[src/rtl/red_pitaya_sort_pulser.sv]
// red_pitaya_sort_pulser: delayed bipolar square-wave burst on a DAC stream, fired by the sort trigger
module red_pitaya_sort_pulser #(
  parameter int DWT = 14,
  parameter int MEM = 32
) (
  input  logic                  adc_clk_i,
  input  logic                  adc_rst_i,
  input  logic                  sort_trig_i,
  output logic signed [DWT-1:0] dac_o,
  output logic                  busy_o,
  input  logic [31:0]           sys_addr,
  input  logic [31:0]           sys_wdata,
  input  logic [3:0]            sys_sel,
  input  logic                  sys_wen,
  input  logic                  sys_ren,
  output logic [31:0]           sys_rdata,
  output logic                  sys_err,
  output logic                  sys_ack
);
  typedef enum logic [1:0] {IDLE = 2'd0, DLY = 2'd1, BURST = 2'd2} state_t;
  localparam logic signed [DWT-1:0] AMAX = {1'b0, {(DWT-1){1'b1}}};
  localparam logic signed [DWT-1:0] AMIN = {1'b1, {(DWT-1){1'b0}}};
  state_t state, state_n;
  logic trig_q, trig_edge, abort, accept, miss, half_end, last, enter_burst;
  logic enable;
  logic [MEM-1:0] delay, pulse_cnt, missed_cnt, dcnt;
  logic [15:0] half, ncyc, sh_half, sh_n, hcnt, ccnt;
  logic signed [DWT-1:0] amp, amp_pos, amp_neg, sh_pos, sh_neg;
  logic [DWT:0] neg_w;
  logic phase;
  logic [19:0] a;
  logic [31:0] rd_mux;
  logic unused;
  assign a = sys_addr[19:0];
  assign unused = ^{sys_sel, sys_addr[31:20]};
  assign sys_err = 1'b0;
  assign busy_o = state != IDLE;
  assign trig_edge = sort_trig_i & ~trig_q;
  assign abort = sys_wen && a == 20'h00 && sys_wdata[1];
  assign accept = trig_edge && enable && state == IDLE && !abort;
  assign miss = trig_edge && state != IDLE && !abort;
  assign half_end = hcnt == sh_half - 16'd1;
  assign last = phase && ccnt == sh_n - 16'd1;
  assign enter_burst = state_n == BURST && state != BURST;
  // Amplitude pair: the most-negative code has no positive twin, so both polarities clamp to full scale
  always_comb begin
    neg_w = '0 - {amp[DWT-1], amp};
    amp_pos = (amp == AMIN) ? AMAX : amp;
    amp_neg = (neg_w[DWT] != neg_w[DWT-1]) ? AMAX : neg_w[DWT-1:0];
  end
  // Next state; an abort write overrides every transition
  always_comb begin
    state_n = state;
    case (state)
      IDLE:    if (accept) state_n = (delay == '0) ? BURST : DLY;
      DLY:     if (dcnt == MEM'(1)) state_n = BURST;
      BURST:   if (half_end && last) state_n = IDLE;
      default: state_n = IDLE;
    endcase
    if (abort) state_n = IDLE;
  end
  // State register
  always_ff @(posedge adc_clk_i) begin
    if (adc_rst_i) state <= IDLE;
    else state <= state_n;
  end
  // Shadow snapshot, delay/half/period counters and the registered DAC sample
  always_ff @(posedge adc_clk_i) begin
    if (adc_rst_i) begin
      dcnt <= '0;
      sh_half <= 16'd1;
      sh_n <= 16'd1;
      sh_pos <= '0;
      sh_neg <= '0;
      hcnt <= '0;
      ccnt <= '0;
      phase <= 1'b0;
      dac_o <= '0;
    end else begin
      if (accept) begin
        dcnt <= delay;
        sh_half <= (half == '0) ? 16'd1 : half;
        sh_n <= (ncyc == '0) ? 16'd1 : ncyc;
        sh_pos <= amp_pos;
        sh_neg <= amp_neg;
      end else if (state == DLY) begin
        dcnt <= dcnt - MEM'(1);
      end
      hcnt <= (state == BURST && !half_end) ? hcnt + 16'd1 : '0;
      phase <= (state == BURST) && (phase ^ half_end);
      ccnt <= (state == BURST) ? ccnt + 16'(half_end && phase) : '0;
      dac_o <= (state_n != BURST) ? '0 :
               enter_burst ? ((state == IDLE) ? amp_pos : sh_pos) :
               half_end ? (phase ? sh_pos : sh_neg) : dac_o;
    end
  end
  // Live configuration, trigger history and statistics; a counter clear beats a same-cycle increment
  always_ff @(posedge adc_clk_i) begin
    if (adc_rst_i) begin
      trig_q <= 1'b0;
      enable <= 1'b0;
      delay <= '0;
      half <= 16'd6250;
      ncyc <= 16'd10;
      amp <= DWT'(4096);
      pulse_cnt <= '0;
      missed_cnt <= '0;
    end else begin
      trig_q <= sort_trig_i;
      if (sys_wen && a == 20'h00) enable <= sys_wdata[0];
      if (sys_wen && a == 20'h04) delay <= sys_wdata[MEM-1:0];
      if (sys_wen && a == 20'h08) half <= sys_wdata[15:0];
      if (sys_wen && a == 20'h0C) ncyc <= sys_wdata[15:0];
      if (sys_wen && a == 20'h10) amp <= sys_wdata[DWT-1:0];
      pulse_cnt <= (sys_wen && a == 20'h14) ? '0 : pulse_cnt + MEM'(accept);
      missed_cnt <= (sys_wen && a == 20'h18) ? '0 : missed_cnt + MEM'(miss);
    end
  end
  // Read decode
  always_comb begin
    rd_mux = '0;
    case (a)
      20'h00:  rd_mux = {31'd0, enable};
      20'h04:  rd_mux = 32'(delay);
      20'h08:  rd_mux = {16'd0, half};
      20'h0C:  rd_mux = {16'd0, ncyc};
      20'h10:  rd_mux = {{(32-DWT){amp[DWT-1]}}, amp};
      20'h14:  rd_mux = 32'(pulse_cnt);
      20'h18:  rd_mux = 32'(missed_cnt);
      20'h1C:  rd_mux = {29'd0, state, busy_o};
      default: rd_mux = '0;
    endcase
  end
  // Bus response, one cycle after the request
  always_ff @(posedge adc_clk_i) begin
    if (adc_rst_i) begin
      sys_ack <= 1'b0;
      sys_rdata <= '0;
    end else begin
      sys_ack <= sys_wen | sys_ren;
      sys_rdata <= sys_ren ? rd_mux : '0;
    end
  end
endmodule

[config.mk]
export PLATFORM = sky130hd
export DESIGN_NAME = red_pitaya_sort_pulser
export DESIGN_NICKNAME = d
export VERILOG_FILES = /design/src/rtl/red_pitaya_sort_pulser.sv
export SDC_FILE = /design/constraint.sdc
export NUM_CORES = 1
export LEC_CHECK = 0
export CAP_MARGIN = 20
export CORE_MARGIN = 8
export CORE_UTILIZATION = 55
export DETAILED_ROUTE_END_ITERATION = 7
export MAX_ROUTING_LAYER = met4
export PLACE_DENSITY = 0.76
export SKIP_LAST_GASP = 1
export SLEW_MARGIN = 40
export SYNTH_ARGS = -nofsm -noshare
export SYNTH_HDL_FRONTEND = slang
export SYNTH_SLANG_ARGS = --single-unit
[constraint.sdc]
create_clock -name adc_clk_i -period 10.18 [get_ports adc_clk_i]
set_input_delay 2.545 -clock adc_clk_i [delete_from_list [all_inputs] [get_ports adc_clk_i]]
set_output_delay 2.545 -clock adc_clk_i [all_outputs]
set_load 0.005 [all_outputs]
==> run_results.csv <==
group,metric,value,unit
cts,cts_sinks,318,
die,die_h,182,µm
grt,grt.total_usage,0.261,
worst_setup_path,crit_path_end_kind,"flop",
worst_setup_path,arrival,6.65,ns
grt,grt_pass1_vias,13300,
finish,seq_area,0.00637,mm²
synthesis,synthArstFlopShare,0,
die,core,0.0270,mm²
finish,fin_nets,2010,
cts,cts_tree,"done",
pwr,totalPowerFinal,2.54,mW
timing,post-route-period-util,0.609,
route,dr.pass1.iters,5,
synthesis,synth_edf_count,0,
cts,cts_resized,0,
grt,grt_pass1_wl,69500,µm
worst_setup_path,crit_type,"in -> reg",
hold_path,hp-class,"reg -> reg",
cts,clockBufferDepth,3,
die,die_w,182,µm
place,gp_congestion,0.937,
route,vias,14100,
synthesis,syn_inst,1893,
route,wirelength,43200,µm
pwr,leakage,5.77,nW
timing,report.final.hold_viol_count,0,
grt,grt_max_degree,96,
timing,maxSlewHeadroom,0.460,
synthesis,ys_types,73,
synthesis,syn_nets,1980,
timing,period_minus_slack,6.20,ns
synthesis,yosysSeqAreaShare,0.422,
finish,antennaDiodeCount,0,
route,avgRoutedWirePerCell,18.9,µm
cts,cts_setup_buffers,0,
die,num_rows,60,
synthesis,synth.top_cell.area_share,0.422,
timing,grt_setup_unrepaired,"false",
route,ant_nets,0,
run_status,status,"finished, final reports clean",
route,drtIter0Drc,1406,
synthesis,yosys_warnings,0,
cts,cts_buffers,36,
worst_setup_path,cp.required,10.63,ns
cts,root_buffer,"clkbuf_16",
synthesis,yosysTopAreaCell,"dfxtp_1",
worst_setup_path,cp_max_fo,12,
worst_setup_path,worst_setup_path_start_kind,"primary input",
synthesis,synthTopCellsByArea,"dfxtp_1 42%, nand2_1 6.8%, nor2_1 5.5%",
synthesis,syn_avg_cell_area,7.97,µm²
pwr,powerDensity,146,mW/mm²
place,place.port_buffers,104,
finish,multiInputGateArea,0.00815,mm²
timing,setup_violations,0,
timing,finalSetupTns,0,ns
synthesis,syn_area,0.0151,mm²
timing,maxSlewViolCount,0,
pwr,vdd_drop_max,0.115,mV
cts,clk_pin_slew_worst_paths,0.06,ns
die,dieArea,0.0330,mm²
synthesis,ys_ff_latch,318,
cts,h-tree-depth,2,
finish,area_delta_synth_final,14.9,%
die,start_util,0.560,
finish,fillers,2322,
die,top_level_ports,122,
cts,ctsHoldBuffers,0,
synthesis,synth_ff_type,"dfxtp_1",
timing,max_freq,161,MHz
place,hpwl,29700,µm
job,drv_cap,0,
cts,clock_latency,0.52,ns
timing,worst_pin_slew,0.810,ns
timing,finClkSkew,0.0198,ns
route,drc,0,
grt,grt_overflow_total,0,
route,vias_per_cell,6.14,
finish,drive_gt1_frac,0.0591,
grt,antenna_found_initial,0,
==> path summary, 6_finish.rpt <==
check | start | end | slack (ns) | depth (start not counted)
worst min register to register | sh_neg[13]$_SDFFE_PP0P_ | sh_neg[13]$_SDFFE_PP0P_ | 0.47 | 2
worst min-delay path | sh_neg[13]$_SDFFE_PP0P_ | sh_neg[13]$_SDFFE_PP0P_ | 0.47 | 2
worst max-delay path | sys_addr[3] | missed_cnt[30]$_SDFF_PP0_ | 3.98 | 14
worst max register to register | sh_half[0]$_SDFFE_PP1P_ | ccnt[8]$_SDFF_PP0_ | 6.02 | 15
==> routing by layer <==
| layer | track usage | routed length (µm) | up-vias |
|---|---|---|---|
| met5 | - | 0 | - |
| met4 | 0.112 | 1830 | 0 |
| met3 | 0.0443 | 3100 | 116 |
| met2 | 0.421 | 20200 | 566 |
| met1 | 0.319 | 18100 | 6656 |
| li1 | - | - | 6712 |
==> cells in the mapped netlist (14+ instances only) <==
cell,n
a21oi_1,145
a22oi_1,63
a311oi_1,14
a31oi_1,35
and3_1,31
clkbuf_1,108
dfxtp_1,318
ha_1,14
inv_1,27
mux2i_1,17
nand2_1,275
nand3_1,95
nand4_1,23
nor2_1,220
nor3_1,118
nor3b_2,14
nor4_1,37
o21ai_0,24
or3_1,15
xnor2_1,72
xor2_1,64
==> report_power, final <==
| part | switching [mW] | total (mW) | internal (mW) |
|---|---|---|---|
| logic | 0.0313 | 0.0547 | 0.0234 |
| clock network | 0.503 | 1.24 | 0.734 |
| registers | 0.000151 | 1.25 | 1.25 |
| total | 0.535 | 2.54 | 2.00 |
==> cell families after synthesis <==
family,after synthesis,share of synthesized area
xor+xnor,136,0.0789
mux,20,0.0135
compound gates,350,0.148
other cells,1,0.000248
flops,318,0.422
fa+ha+maj,14,0.0116
simple gates,897,0.284
buf+inv,157,0.0414
==> registers in the layout (all words and copies together) (netlist names), 32 cells and up <==
register,flops
sys_rdata,32
delay,32
dcnt,32
pulse_cnt,32
missed_cnt,32
==> critical path, cell delays in order <==
cell and delay (ns):
clkdlybuf4s50_1 0.77, nor2_1 0.10, nand3_1 0.10, nor4_1 0.09
nor4b_1 0.52, ha_1 0.30, ha_1 0.22, nand2_1 0.10
nor3_1 0.42, and4_1 0.32, nand4_1 0.25, or2_2 0.41
or3_1 0.36, a21oi_1 0.13
==> layout make-up <==
cell class	count	area share
flip-flops and latches	318	0.367
multi-input cells	1418	0.470
inverters	29	0.00628
clock inverters	11	0.00505
well taps	341	0.0246
clock buffers	50	0.0597
repair buffers	120	0.0674
==> cells in the final DEF, fill, tap and decap left out, drive strengths merged, types with 14 or more instances in the layout <==
cell / instances
dfxtp: 318
nand2: 276
nor2: 221
a21oi: 145
nor3: 118
clkdlybuf4s50: 103
nand3: 95
xnor2: 72
xor2: 64
a22oi: 63
clkbuf: 50
nor4: 40
a31oi: 35
and3: 31
inv: 31
o21ai: 25
nand4: 23
mux2i: 17
nor3b: 17
buf: 17
or3: 15
a311oi: 14
ha: 14
==> through the flow <==
stage | std cells | hold WS, ns | worst slack (ns) | area, µm² | util
6_report | 2287 | 0.470 | 3.98 | 17300 | 0.644
5_1_grt | 2287 | 0.479 | 3.74 | 17300 | 0.644
4_1_cts | 2287 | 0.471 | 4.03 | 17300 | 0.643
3_5_place_dp | 2226 | 0.458 | 3.54 | 16200 | 0.601
3_3_place_gp | 2226 | 0.449 | 3.60 | 16200 | 0.600
2_1_floorplan | 1893 | 0.436 | 4.35 | 15100 | -
No activity file was read; power rests on OpenSTA's default activity.
